$ cat config.mk
export PLATFORM = sky130hd
export DESIGN_NAME = load_extend_ctrl
export DESIGN_NICKNAME = d
export VERILOG_FILES = /design/src/rtl/load_extend_ctrl.sv
export SDC_FILE = /design/constraint.sdc
export NUM_CORES = 1
export LEC_CHECK = 0
export ABC_AREA = 1
export BUFFER_PORTS_ARGS = -buffer_cell sky130_fd_sc_hd__buf_4
export CORE_MARGIN = 8
export CORE_UTILIZATION = 44
export CTS_BUF_LIST = sky130_fd_sc_hd__clkbuf_16
export CTS_CLUSTER_SIZE = 14
export DETAILED_ROUTE_END_ITERATION = 16
export GPL_ROUTABILITY_DRIVEN = 1
export PLACE_DENSITY = 0.84
export SYNTH_ARGS = -nofsm -noshare
export SYNTH_HDL_FRONTEND = slang
export SYNTH_SLANG_ARGS = --single-unit
$ cat constraint.sdc
create_clock -name clk -period 1.8 [get_ports clk]
set_clock_uncertainty 0.2 [all_clocks]
set_input_delay 0.09 -clock clk [delete_from_list [all_inputs] [get_ports clk]]
set_output_delay 0.09 -clock clk [all_outputs]
set_load 0.01 [all_outputs]
$ cat src/rtl/load_extend_ctrl.sv
// rtl/load_extend_ctrl.sv - load sequencer: alignment check, aligned word read with timeout, lane select and extension
module load_extend_ctrl #(
  parameter int TIMEOUT = 16,
  parameter int CNT_W   = 8
) (
  input  logic        clk,
  input  logic        rst_n,
  input  logic        req_valid,
  output logic        req_ready,
  input  logic [31:0] req_addr,
  input  logic [1:0]  req_size,
  input  logic        req_signed,
  output logic        mem_req,
  output logic [31:0] mem_addr,
  input  logic        mem_ack,
  input  logic [31:0] mem_rdata,
  output logic        rsp_valid,
  input  logic        rsp_ready,
  output logic [31:0] rsp_data,
  output logic        rsp_err
);

  typedef enum logic [1:0] {
    IDLE,
    WAIT_MEM,
    RESP
  } state_t;

  localparam logic [1:0]       SZ_BYTE  = 2'd0;
  localparam logic [1:0]       SZ_HALF  = 2'd1;
  localparam logic [1:0]       SZ_WORD  = 2'd2;
  localparam logic [CNT_W-1:0] CNT_LAST = CNT_W'(TIMEOUT - 1);

  state_t           state;
  logic [1:0]       lane;
  logic [1:0]       size;
  logic             sgn;
  logic [CNT_W-1:0] cnt;
  logic             fault;
  logic [7:0]       byte_sel;
  logic [15:0]      half_sel;
  logic [31:0]      ext_data;

  assign req_ready = (state == IDLE);

  always_comb begin
    fault = 1'b0;
    case (req_size)
      SZ_BYTE: fault = 1'b0;
      SZ_HALF: fault = req_addr[0];
      SZ_WORD: fault = |req_addr[1:0];
      default: fault = 1'b1;
    endcase
  end

  // Lane selection uses the offset latched at acceptance, not the live request bus.
  always_comb begin
    byte_sel = 8'h00;
    case (lane)
      2'd0:    byte_sel = mem_rdata[7:0];
      2'd1:    byte_sel = mem_rdata[15:8];
      2'd2:    byte_sel = mem_rdata[23:16];
      default: byte_sel = mem_rdata[31:24];
    endcase
    half_sel = lane[1] ? mem_rdata[31:16] : mem_rdata[15:0];
    ext_data = mem_rdata;
    case (size)
      SZ_BYTE: ext_data = {{24{sgn & byte_sel[7]}}, byte_sel};
      SZ_HALF: ext_data = {{16{sgn & half_sel[15]}}, half_sel};
      default: ext_data = mem_rdata;
    endcase
  end

  always_ff @(posedge clk) begin
    if (!rst_n) begin
      state     <= IDLE;
      lane      <= 2'd0;
      size      <= 2'd0;
      sgn       <= 1'b0;
      cnt       <= '0;
      mem_req   <= 1'b0;
      mem_addr  <= 32'h0;
      rsp_valid <= 1'b0;
      rsp_data  <= 32'h0;
      rsp_err   <= 1'b0;
    end else begin
      case (state)
        IDLE: begin
          if (req_valid) begin
            lane <= req_addr[1:0];
            size <= req_size;
            sgn  <= req_signed;
            if (fault) begin
              rsp_data  <= 32'h0;
              rsp_err   <= 1'b1;
              rsp_valid <= 1'b1;
              state     <= RESP;
            end else begin
              mem_addr <= {req_addr[31:2], 2'b00};
              mem_req  <= 1'b1;
              cnt      <= '0;
              state    <= WAIT_MEM;
            end
          end
        end
        WAIT_MEM: begin
          // An ack arriving on the last counted cycle still completes the load.
          if (mem_ack) begin
            rsp_data  <= ext_data;
            rsp_err   <= 1'b0;
            rsp_valid <= 1'b1;
            mem_req   <= 1'b0;
            state     <= RESP;
          end else if (cnt == CNT_LAST) begin
            rsp_data  <= 32'h0;
            rsp_err   <= 1'b1;
            rsp_valid <= 1'b1;
            mem_req   <= 1'b0;
            state     <= RESP;
          end else begin
            cnt <= cnt + CNT_W'(1);
          end
        end
        RESP: begin
          if (rsp_ready) begin
            rsp_valid <= 1'b0;
            state     <= IDLE;
          end
        end
        default: state <= IDLE;
      endcase
    end
  end

endmodule

== Word level (Yosys, flattened, before mapping) ==
Cells that the tools add are included.
Cells by class
  add/sub/neg operators: 1
  equal/unequal tests: 15
  mux-type cells: 33
  bitwise gates (word level): 3
  reduce and logical (&&, ||, !) cells: 14
Operators with widths (count)
  32-bit 2-to-1 mux: 4
  32-bit one-hot mux with 2 select lines: 2
  8-bit 2-to-1 mux: 4
  8-bit one-hot mux with 3 select lines: 1
  16-bit 2-to-1 mux: 1
  8-bit one-hot mux with 2 select lines: 1
  1-bit 2-to-1 mux: 10
  2-bit 2-to-1 mux: 5
  2-bit inequality test (second input constant): 5
  5-bit AND reduction: 2
  8-bit by 1-bit adder with 8-bit output (second input constant): 1
  2-bit by 1-bit == test with 1-bit output (second input constant): 4
  8-bit by 4-bit == test with 1-bit output (second input constant): 1
  2-bit logical NOT: 4
  4-bit AND reduction: 2
  2-bit == test (second input constant): 3
  1-bit one-hot mux with 3 select lines: 2
  2-bit one-hot mux with 3 select lines: 1
  3-bit AND reduction: 2
  1-bit one-hot mux with 2 select lines: 2
  3-bit inequality test (second input constant): 1
  3-bit nonzero test: 1
  1-bit AND: 2
  2-bit by 1-bit inequality test with 1-bit output (second input constant): 1
  4 further kinds: 4
Storage, ports and cells
  register bits after elaboration: 80
  bits of input ports: 72
  output and inout port bits: 68
  logic and storage cells: 76

== Logic depth before layout (Yosys ltp) ==
  depth in word-level cells: 6
  depth in mapped cells: 10
  gate-level depth less buffers: 9

== Least setup slack after synthesis ==
Ideal clock, no wire load.
  path type: register to register
  from: register cnt[0]
  to: register cnt[6]
  setup time: 0.115 ns
  arrival time: 1.379 ns
  required time: 1.485 ns
  setup slack: 0.106 ns
  cell stages (with the launch flop): 10
  buffers on the path: 1
  period minus slack after synthesis: 1.694 ns
  cell sequence: dfxtp_1 -> ha_1 -> nand2_1 -> inv_1 -> nand2_1 -> o21ai_4 -> nand2_1 -> buf_4 -> a21oi_1 -> nor2_1
Between the ends
  cells in the longest elaborated chain, start to end: 4
  elaborated cells on any way between the ends: 7
  those cells by class: add/sub: 1; eq/ne: 2; mux: 3; reduce/logical: 1
RTL lines
  start: declaration: line 38  | logic [CNT_W-1:0] cnt;
  start signal: assignment: line 121  | cnt <= cnt + CNT_W'(1);
  8-bit by 1-bit adder with 8-bit output: line 121
  8-bit 2-to-1 mux: line 114  | end else if (cnt == CNT_LAST) begin
  8-bit 2-to-1 mux: line 108  | if (mem_ack) begin
  8-bit one-hot mux with 2 select lines: line 87  | case (state)
Parallel ways exist; a longest one is shown, timed or not. The select of a mux whose other input is x is not followed.
A chain may end at the register's enable or synchronous reset.

== Worst setup path in the final report ==
  from: register cnt[1]
  to: register cnt[1]
Same word-level chain as after synthesis.

==> impl_metrics.tcl <==
set metrics [dict create \
    status "finished, final reports clean" \
    yosys-top-cells-count "nand2_1 (125), a21oi_1 (89), dfxtp_1 (80)" \
    clk_latency_ns 0.33 \
    top_usage_layer "met2" \
    grt.total_usage_pct 21.4 \
    post-route-drc-count 0 \
    hpwl_mm 8.24 \
    portBuffers 137 \
    grt_setup_unrepaired "yes" \
    synthToLayoutAreaGrowth_pct 57.4 \
    final_antenna_net_count 0 \
    synth_ff_type "dfxtp_1" \
    min_period_ns 1.73 \
    clockBufferDepth 2 \
    final_hold_viol_count 0 \
    criticalPathCategory "reg2reg" \
    core_um2 8220 \
    wl_per_cell_um 14.9 \
    drtIter0Drc 176 \
    numCtsBuffers 9 \
    first_pass_iters 4 \
    p_int_mw 3.58 \
    postSynthCellCount 539 \
    fin_tns_setup_ns 0 \
    max_stage_delay_ns 0.35 \
    antenna_found_initial 0 \
    grt_pass1_vias 4240 \
    setup.worst_path.start_class "flip-flop" \
    synthArstFlopShare_pct 0 \
    cp-end-kind "flip-flop" \
    grt_max_degree 61 \
    htreeDepth 3 \
    yosysSeqAreaShare_pct 42.8 \
    place_ws_ns -0.00259 \
    cp_max_fo 8 \
    avgSynthCellArea_um2 6.94 \
    cp_slowest_cell "dfxtp_2" \
    synth_seq_cells 80 \
    grt_pass1_wl_mm 20.4 \
    synth_area_leaders "dfxtp_1 (43%), nand2_1 (13%), a21oi_1 (12%)" \
    drive_above_1_share_pct 26.5 \
    die_h_um 108 \
    slew_viol_final 0 \
    synth_edf_count 0 \
    path_cells "ha_2 > nand2_1 > inv_2 > nand2_2 > o21ai_4 > nand2_2 > buf_6 > nor2_1 > nor3_2" \
    switchingPower_mw 1.34 \
    drt_wl_total_mm 12.6 \
    finalNonFillerCells 849 \
    via_per_inst 5.03 \
    synth_top_cell_by_area "dfxtp_1" \
    nets 812 \
    cp_top_family "simple AND/OR/NAND/NOR gates" \
    power_density_nw_per_um2 835 \
    die_area_um2 11700 \
    cp.arrival_ns 1.75 \
    via_count 4273 \
    hold_path.class "in2reg" \
    crit_required_ns 1.82 \
    gp_congestion 0.889 \
    cts.sinks 80 \
    synth_warnings 0 \
    rows 33 \
    power.total_mw 4.92 \
    clk_pin_slew_ns 0.06 \
    period_share_pct 96.4 \
    gr-usage-met3_pct 7.67 \
    cts_tree "yes" \
    comb_power_share_pct 21.5 \
    seqPwrFrac_pct 39.6 \
    cap_violations 0 \
    synth.most_common_cell "nand2_1" \
    overflow 0 \
    peakVddDrop_mv 0.925 \
    fin_ws_ns 0.0651 \
    antenna_cells 0 \
    root_buffer "clkbuf_16" \
    setup_viol 0 \
    cp_common_cell "nand2_2" \
    die_x_um 108 \
    use_met2_pct 35.6 \
    synth_top_area_share_pct 42.8 \
    placed_cells 763 \
    cp_num_buf_inv 2 \
    start_util_pct 45.5 \
    max_freq_ghz 0.576 \
    power_leakage_nw 2.67 \
    syn_area_um2 3740 \
    pwr-share-clk_pct 38.9 \
    switching_share_pct 27.2 \
    synth_cell_types 32 \
    boundaryPins 140 \
    use_met1_pct 24.2 \
]
-- registers in the layout, indices dropped and copies added, names as in the netlist --
| signal | flops |
|---|---|
| rsp_err | 1 |
| mem_addr | 30 |
| rsp_data | 32 |
| rsp_valid | 1 |
| mem_req | 1 |
| size | 2 |
| sgn | 1 |
| cnt | 8 |
| state | 2 |
| lane | 2 |
-- power groups by stage --
| stage | sequential, mW | combinational [mW] | clock (mW) |
|---|---|---|---|
| after global routing | 1.96 | 1.16 | 2.03 |
| after floorplan | 2.01 | 0.497 | 0 |
| after global placement | 1.98 | 0.874 | 0 |
| final | 1.95 | 1.06 | 1.91 |
| after CTS | 1.94 | 1.02 | 1.95 |
| after detailed placement | 1.98 | 0.892 | 0 |
-- what timing repair did --
action                                  CTS  global route
gates resized for setup                   0            32
endpoints found under the setup margin    8            71
pin swaps                                 1             4
hold buffers                             67             0
hold endpoints to repair                 69             0
buffers inserted                          1             2
-- per-stage QoR --
stage | hold slack, ns | area (um2) | utilization, %
3_5_place_dp | 0.167 | 4830 | 58.8
3_3_place_gp | 0.154 | 4830 | 58.8
5_1_grt | 0.0153 | 5890 | 71.7
4_1_cts | 0.00532 | 5820 | 70.9
6_report | 0.0150 | 5890 | 71.7
2_1_floorplan | 0.0553 | 3740 | -
-- final cells by class --
class | count | area [um2]
multi-input combinational | 364 | 1760
inverter | 65 | 244
clock buffer | 9 | 225
fill | 594 | 2330
timing repair buffer | 219 | 1840
tap | 105 | 131
sequential | 80 | 1600
clock inverter | 7 | 87.6
-- kinds of logic after synthesis --
kind of cell	after synthesis	share of synthesized area, %
simple gates	210	24.2
compound gates	149	20.9
other cells	1	0.100
fa+ha+maj	1	0.334
xor+xnor	2	0.468
flops	80	42.8
buf+inv	96	11.2
-- per-layer routing --
metal / up-vias / part of all wire (%)
met2: 193 / 46
met5: - / 0
met4: 0 / 2.4
met3: 24 / 11
li1: 2125 / -
met1: 1931 / 40
-- layout by cell type, fill, tap and decap left out, types with 2 or more instances in the layout --
cell,Yosys,final
a21oi_1,89,87
a21oi_2,2,4
buf_12,0,2
buf_4,4,149
bufinv_16,0,2
clkbuf_16,0,9
clkinv_1,1,2
conb_1,1,2
dfxtp_1,80,78
dfxtp_2,0,2
dlygate4sd3_1,0,67
inv_1,61,61
inv_2,3,5
nand2_1,125,122
nand2_2,2,5
nand3_1,17,17
nand3_4,3,3
nand4_1,3,3
nor2_1,50,50
nor2_2,3,2
nor2_4,2,3
o211ai_1,6,6
o21ai_0,48,34
o21ai_1,1,13
o21ai_2,0,2
or2_2,2,2
-- final timing paths --
| kind | startpoint | end | slack, ns | cells after the start |
|---|---|---|---|---|
| max | cnt[1]$_SDFFE_PN0P_ | cnt[1]$_SDFFE_PN0P_ | 0.07 | 9 |
| min | mem_rdata[16] | rsp_data[0]$_SDFFE_PN0P_ | 0.01 | 5 |
| max reg2reg | cnt[1]$_SDFFE_PN0P_ | cnt[1]$_SDFFE_PN0P_ | 0.07 | 9 |
| min reg2reg | mem_addr[17]$_SDFFE_PN0P_ | mem_addr[17]$_SDFFE_PN0P_ | 0.24 | 2 |
-- tightest hold or removal path, cell delays in order --
cell and delay [ns]:
buf_4 0.12, nand2_1 0.07, nand3_1 0.08, o211ai_1 0.08, a21oi_1 0.06
No activity file was read; power rests on OpenSTA's default activity.
